===== src/rtl/uart_rx_ctrl.sv =====
// uart_rx_ctrl: UART receive frame controller.
// Start detect, 9x sample voting, frame assembly and error flags.
module uart_rx_ctrl #(
   parameter int DATA_BITS  = 8,
   parameter bit PARITY_EN  = 1'b0,
   parameter bit PARITY_ODD = 1'b0
) (
   input  logic                 clk,
   input  logic                 rst,
   input  logic                 rx,
   input  logic                 sample_clk,
   output logic                 rx_start,
   output logic                 rx_done,
   output logic [DATA_BITS-1:0] data,
   output logic                 data_valid,
   output logic                 parity_err,
   output logic                 frame_err
);

   localparam logic [2:0] S_IDLE   = 3'd0;
   localparam logic [2:0] S_START  = 3'd1;
   localparam logic [2:0] S_DATA   = 3'd2;
   localparam logic [2:0] S_PARITY = 3'd3;
   localparam logic [2:0] S_STOP   = 3'd4;

   logic                 rx_s1;
   logic                 rx_s2;
   logic                 rx_prev;
   logic [2:0]           state;
   logic [3:0]           tick;
   logic [1:0]           votes;
   logic [3:0]           bit_cnt;
   logic [DATA_BITS-1:0] sh;
   logic                 par_bad;

   logic                 fall;
   logic                 in_win;
   logic [1:0]           votes_nx;
   logic                 bit_val;
   logic                 last_bit;
   logic                 at_mid;
   logic                 at_end;

   // Edge detect, vote accumulation including the current sample
   always_comb begin
      fall     = rx_prev & ~rx_s2;
      in_win   = (tick >= 4'd3) && (tick <= 4'd5);
      votes_nx = votes + {1'b0, in_win & rx_s2};
      bit_val  = votes_nx[1];
      last_bit = (bit_cnt == 4'(DATA_BITS - 1));
      at_mid   = (tick == 4'd5);
      at_end   = (tick == 4'd8);
   end

   // Two-flop synchronizer plus previous-value flop, idle high
   always_ff @(posedge clk) begin
      if (rst) begin
         rx_s1   <= 1'b1;
         rx_s2   <= 1'b1;
         rx_prev <= 1'b1;
      end else begin
         rx_s1   <= rx;
         rx_s2   <= rx_s1;
         rx_prev <= rx_s2;
      end
   end

   // Frame FSM: ticks and votes advance only on sample pulses
   always_ff @(posedge clk) begin
      if (rst) begin
         state      <= S_IDLE;
         tick       <= 4'd0;
         votes      <= 2'd0;
         bit_cnt    <= 4'd0;
         sh         <= '0;
         par_bad    <= 1'b0;
         rx_start   <= 1'b0;
         rx_done    <= 1'b0;
         data_valid <= 1'b0;
         data       <= '0;
         parity_err <= 1'b0;
         frame_err  <= 1'b0;
      end else begin
         rx_start   <= 1'b0;
         rx_done    <= 1'b0;
         data_valid <= 1'b0;
         if (state == S_IDLE) begin
            if (fall) begin
               rx_start <= 1'b1;
               state    <= S_START;
               tick     <= 4'd0;
               votes    <= 2'd0;
            end
         end else if (sample_clk) begin
            if (at_end) begin
               tick  <= 4'd0;
               votes <= 2'd0;
            end else begin
               tick  <= tick + 4'd1;
               votes <= votes_nx;
            end
            unique case (state)
               S_START: begin
                  if (at_mid && bit_val) begin
                     rx_done <= 1'b1;
                     state   <= S_IDLE;
                     tick    <= 4'd0;
                     votes   <= 2'd0;
                  end else if (at_end) begin
                     state <= S_DATA;
                  end
               end
               S_DATA: begin
                  if (at_mid) begin
                     sh <= {bit_val, sh[DATA_BITS-1:1]};
                  end
                  if (at_end) begin
                     if (last_bit) begin
                        bit_cnt <= 4'd0;
                        state   <= PARITY_EN ? S_PARITY : S_STOP;
                     end else begin
                        bit_cnt <= bit_cnt + 4'd1;
                     end
                  end
               end
               S_PARITY: begin
                  if (at_mid) begin
                     par_bad <= bit_val ^ (^sh) ^ PARITY_ODD;
                  end
                  if (at_end) begin
                     state <= S_STOP;
                  end
               end
               S_STOP: begin
                  if (at_mid) begin
                     rx_done    <= 1'b1;
                     data_valid <= 1'b1;
                     data       <= sh;
                     frame_err  <= ~bit_val;
                     parity_err <= PARITY_EN & par_bad;
                     state      <= S_IDLE;
                     tick       <= 4'd0;
                     votes      <= 2'd0;
                  end
               end
               default: begin
                  state <= S_IDLE;
               end
            endcase
         end
      end
   end

endmodule


===== config.mk =====
export PLATFORM = sky130hd
export DESIGN_NAME = uart_rx_ctrl
export DESIGN_NICKNAME = d
export VERILOG_FILES = /design/src/rtl/uart_rx_ctrl.sv
export SDC_FILE = /design/constraint.sdc
export NUM_CORES = 1
export LEC_CHECK = 0
export ABC_AREA = 1
export CAP_MARGIN = 20
export CORE_MARGIN = 2
export CORE_UTILIZATION = 55
export CTS_CLUSTER_SIZE = 10
export DETAILED_ROUTE_END_ITERATION = 8
export PLACE_DENSITY = 0.89
export SLEW_MARGIN = 15
export SYNTH_ARGS = -nofsm -noshare
export SYNTH_HDL_FRONTEND = slang
export SYNTH_SLANG_ARGS = --single-unit

===== constraint.sdc =====
create_clock -name clk -period 2.4 [get_ports clk]
set_input_delay 0.36 -clock clk [delete_from_list [all_inputs] [get_ports clk]]
set_output_delay 0.36 -clock clk [all_outputs]
set_load 0.01 [all_outputs]

## Word level (Yosys, flattened, before mapping)

Index checks and enable logic that the tools add are counted.

| word-level totals | value |
|---|---|
| flip-flop bits (word level) | 36 |
| logic and storage cells | 79 |

| cells by class | value |
|---|---|
| add/subtract/negate cells | 3 |
| magnitude comparators | 2 |
| equal/unequal tests | 13 |
| mux-type cells | 29 |
| bitwise operators | 7 |
| reduce and logical (&&, ||, !) cells | 12 |

Operators with widths:

| cell | count |
|---|---|
| $mux 4 | 7 |
| $mux 3 | 9 |
| $mux 2 | 6 |
| $ne 3x3->1 const B | 4 |
| $pmux 3 s4 | 1 |
| $reduce_and 4->1 | 3 |
| $add 4x1->4 const B | 2 |
| $eq 4x3->1 const B | 2 |
| $pmux 4 s2 | 1 |
| $reduce_and 7->1 | 1 |
| $eq 3x2->1 const B | 2 |
| $not 1->1 | 5 |
| $eq 4x4->1 const B | 1 |
| $ge 4x2->1 const B | 1 |
| $le 4x3->1 const B | 1 |
| $ne 4x4->1 const B | 1 |
| $pmux 2 s2 | 1 |
| $reduce_or 4->1 | 1 |
| $eq 3x1->1 const B | 1 |
| $eq 3x3->1 const B | 1 |
| $logic_not 3->1 | 1 |
| $mux 1 | 3 |
| $reduce_or 3->1 | 1 |
| $add 2x1->2 | 1 |
| other kinds (7) | 9 |

## Longest topological paths before layout

Gate-level depths: netlist of the first run.

| logic depth | value |
|---|---|
| depth after elaboration | 9 |
| mapped depth | 18 |
| mapped depth without buffers | 18 |

## Least setup slack after synthesis of the first run

OpenSTA, ideal clock, no wires.

| timing | value |
|---|---|
| path type | reg2reg |
| from | reg tick[1] |
| to | reg state[2] |
| setup time | 0.114 ns |
| arrival time | 1.747 ns |
| required time | 2.286 ns |
| setup slack | 0.539 ns |
| cell stages (with the launch flop) | 18 |
| path buffers | 0 |
| clock period less this slack | 1.861 ns |
| cells stage by stage | dfxtp_1 inv_1 ha_1 inv_1 nand2_1 nor2_1 nor4_1 ha_1 inv_1 nand2_1 nand2_1 nand2_1 nand2_1 nand2_1 nand2_2 nand2_4 nor2_1 nor2_2 |

| between the ends | value |
|---|---|
| word-level cells in the longest chain between the ends | 9 |
| elaborated cells on any way between the ends | 17 |
| classes of those cells | 1 x add/sub; 2 x order compare; 6 x eq/ne; 4 x mux; 1 x bitwise; 3 x reduce/logical |

Ends and longest elaborated chain:

| element | RTL line | RTL |
|---|---|---|
| start: declaration | 30 | `logic [3:0] tick;` |
| start signal: assignment | 99 | `tick <= tick + 4'd1;` |
| $ge 4x2->1 or $le 4x3->1 (tied branches) | 47 | `in_win = (tick >= 4'd3) && (tick <= 4'd5);` |
| $logic_and 1x1->1 | 47 |  |
| $and 1x1->1 | 48 | `votes_nx = votes + {1'b0, in_win & rx_s2};` |
| $add 2x1->2 | 48 |  |
| $logic_and 1x1->1 | 104 | `if (at_mid && bit_val) begin` |
| $mux 3 | 104 |  |
| $pmux 3 s4 | 102 | `unique case (state)` |
| $mux 3 | 94 | `end else if (sample_clk) begin` |
| $mux 3 | 87 | `if (state == S_IDLE) begin` |
| end signal: assignment | 120 | `state <= PARITY_EN ? S_PARITY : S_STOP;` |
| end: declaration | 29 | `logic [2:0] state;` |

Several ways; a longest one is shown, not always the timed one. The select of a mux whose other input is x is not followed.
A chain may end at the register's enable or synchronous reset.

## Worst setup path in the final report of the first run

| timing | value |
|---|---|
| from | reg tick[1] |
| to | reg state[0] |

Same word-level chain as after synthesis.

==> parameters.txt, run 1 <==
Parameter                              Value

Status
  Result of the run    finished with violations
  Failing checks    design-rule violations

Yosys
  FF+latch count, synth    36
  Netlist area before placement    1649 sq um
  Number of cells produced by synthesis    212
  Area share of the largest cell type after synthesis    0.4370
  Register area share after synthesis    0.4370
  Mean post-synth cell area    7.779 sq um
  Syn Nets    222
  Number of distinct standard cells referenced by the synthesized netlist    31
  Top cell type by total area after synthesis    dfxtp_1
  Synthesis Warnings    0
  Largest cells by area after synthesis    dfxtp_1 (44%), nor2_1 (9.6%), o21ai_0 (6.1%)

GRT
  Wire length of the first global-routing pass    5.457 mm
  All-Layer GR Usage    0.2111
  Number of global-route vias before repair    1261
  Most Crowded Layer GR    met2
  Met1 GRT Util    0.2596
  Met3 Use GR    0.06813
  Antenna violations before repair    0
  Largest net degree at the start of global routing    26
  Remaining global-route overflow    0
  GR Layer Usage met2    0.3333

STA
  Unrepaired setup endpoints after global routing    false
  Min cycle time layout    2111 ps
  Final Hold Vio Count    0
  Least-Margin Pin Slew    628.6 ps
  Final slew viol count    0
  Final setup violation count    0
  Final-layout setup total negative slack    0 ps
  Min setup slack post-route    288.9 ps
  Crit share post-route    0.8796
  Peak Freq    473.7 MHz
  Clock skew after layout    11.07 ps
  Normalized max-slew margin    0.5805

CTS
  CTS tree    built
  Clock buffer count from CTS    5
  Count of H-tree levels built during CTS    2
  # Post-CTS Setup Buffers    0
  Insertion delay of the later-clocked pin in the worst-skew pair    350 ps
  Clock Pin Slew Worst Setup and Hold Paths    100 ps
  Number of clock sinks    36
  Resized cells post-CTS    0
  Post-cts hold buffer count    0
  Maximum clock path buffer count    2
  CTS root buffer    clkbuf_4

Worst setup path
  Cell seen most often among critical-path stages    nand2_1
  Required time at the worst-slack endpoint    2650 ps
  Startpoint class of the critical path    flop
  Cell breakdown of the critical path    inv_1 -> ha_1 -> inv_1 -> nand2_1 -> nor2_1 -> nor4_1 -> ha_1 -> inv_1 -> nand2_1 -> nand2_1 -> nand2_1 -> nand2_1 -> nand2_1 -> nand2_2 -> nand2_4 -> nor2_1 -> nor2_2
  Worst Setup Path Type    flop to flop
  Worst Setup End Kind    flop
  Critical-path cell with the highest stage delay    dfxtp_1
  Arrival time at the worst endpoint    2370 ps
  Category of cells accounting for the largest share of critical-path delay    simple AND/OR/NAND/NOR gates
  Critical Path Max Stage Delay    380 ps
  Largest fanout on the critical path    6
  Sum of buffers and inverters on the critical path    3

Route
  Via-to-Cell Ratio    5.267
  Number of detailed-routing iterations run before antenna repair    6
  Final wirelength    3.066 mm
  Post-DRT Antenna Nets    0
  Per-cell routed wire length    11.70 um
  Violation count after the first detailed-routing iteration    57
  Residual DRC count    3
  Via count    1380

Floorplan
  Number of cell rows    19
  Floorplan die width    58.76 um
  Die Y    58.76 um
  Floorplan die area    3452 sq um
  Effective utilization at floorplan    0.5879
  Core Footprint    2805 sq um
  I/O pin total    17

Power and ir drop
  Total power per unit cell area    765.7 nW/um^2
  Leakage dissipation    0.7651 nW
  Peak VDD IR    0.3666 mV
  Design Power    1.446 mW

Place
  Number of port buffers    15
  Dpl cells    254
  Placement-stage worst setup slack    329.9 ps
  Weighted congestion at the end of routability-driven global placement    0.9632
  DPL Wire Length    2.202 mm

Finish
  Total area of sequential cells    720.7 sq um
  Area of the multi-input gates    797.0 sq um
  Growth of design area from synthesis to finish    14.49%
  Most common library cell in the layout ignoring fill and taps    nor2_1
  Fraction of layout instances using a drive strength above 1    0.1688
  Final Util    0.6731
  Layout fillers    247
  Leading cell types in the layout, fill and taps excluded    nor2_1 (42), dfxtp_1 (36), nand2_1 (24)
  Diode count    0
  Number of nets in the finished design    240
  Post-route insts no fill    262

Run
  Max Cap Viol    0

Hold path
  Kind of path behind the tightest hold check    flop to flop
==> flip-flops by register name, summed over array words and instances (netlist names) <==
| register | flops |
|---|---|
| data | 8 |
| data_valid | 1 |
| votes | 2 |
| rx_start | 1 |
| frame_err | 1 |
| rx_s2 | 1 |
| state | 3 |
| rx_prev | 1 |
| sh | 8 |
| rx_s1 | 1 |
| tick | 4 |
| bit_cnt | 4 |
| rx_done | 1 |
==> per-stage QoR <==
step                      hold WS [ps]  cell area [sq um]
after detailed placement         403.4               1808
after floorplan                  389.5               1649
after global placement           395.5               1808
final                            424.1               1888
after global routing             444.8               1888
after CTS                        428.1               1888
==> worst paths after layout <==
check                                          start                    end  slack, ps  cells after the start
worst min register to register      rx_s1$_SDFF_PP1_       rx_s2$_SDFF_PP1_        420                      1
worst max register to register  tick[1]$_SDFFE_PP0P_  state[0]$_SDFFE_PP0P_        290                     17
worst min-delay path                rx_s1$_SDFF_PP1_       rx_s2$_SDFF_PP1_        420                      1
worst max-delay path            tick[1]$_SDFFE_PP0P_  state[0]$_SDFFE_PP0P_        290                     17
==> report_power, final <==
group	internal (mW)	leakage, nW	switching (mW)	total [mW]
clock network	0.217	0.0412	0.204	0.421
registers	0.636	0.291	0.0390	0.675
logic	0.109	0.432	0.241	0.350
total	0.962	0.765	0.484	1.45
==> layer usage <==
layer | vias to the layer above | share of wire
met1 | 624 | 0.45
met2 | 31 | 0.49
met4 | 0 | 0.019
met5 | - | 0
met3 | 7 | 0.044
li1 | 718 | -
==> cell type report <==
class                           instances  area share
Clock inverter                          3     0.02253
Timing Repair Buffer                   16     0.08350
Sequential cell                        36      0.3817
Inverter                               23     0.04970
Multi-Input combinational cell        148      0.4221
Tap cell                               31     0.02054
Clock buffer                            5     0.01988
==> kinds of logic (layout without fill, tap and decap cells) <==
family	Yosys count	in the layout	synth area share
AOI/OAI and AO/OA	35	35	0.1146
xor gates and xnor gates	1	1	0.005312
adders and majority gates	6	6	0.04552
buffers and inverters	28	47	0.07966
DFF	36	36	0.4370
other	1	1	0.002274
and+or+nand+nor	105	105	0.3156
==> synthesized netlist by cell type, drive strengths merged <==
cell,n
xor2,1
dfxtp,36
a211oi,1
or2,2
nand2,32
a31oi,1
clkbuf,2
a21oi,9
and3,1
nor4,1
clkinv,1
o21ai,24
conb,1
nor3,6
inv,22
nand4,3
nor2,49
ha,6
buf,3
nand3,11
(Power assumes the default switching activity.)
==> inputs of run 2 (changes only) <==
- ABC_CLOCK_PERIOD_IN_PS: not set -> 2400
- CAP_MARGIN: 20 -> not set
==> results of run 2 <==
Final layout, timing and power as in run 1 (identical DEF).
==> inputs of run 3 (changes only) <==
- CAP_MARGIN: not set -> 10
- CTS_CLUSTER_SIZE: 10 -> 12
- GPL_ROUTABILITY_DRIVEN: not set -> 0
==> results of run 3 <==
Final layout, timing and power as in run 1 (identical DEF).
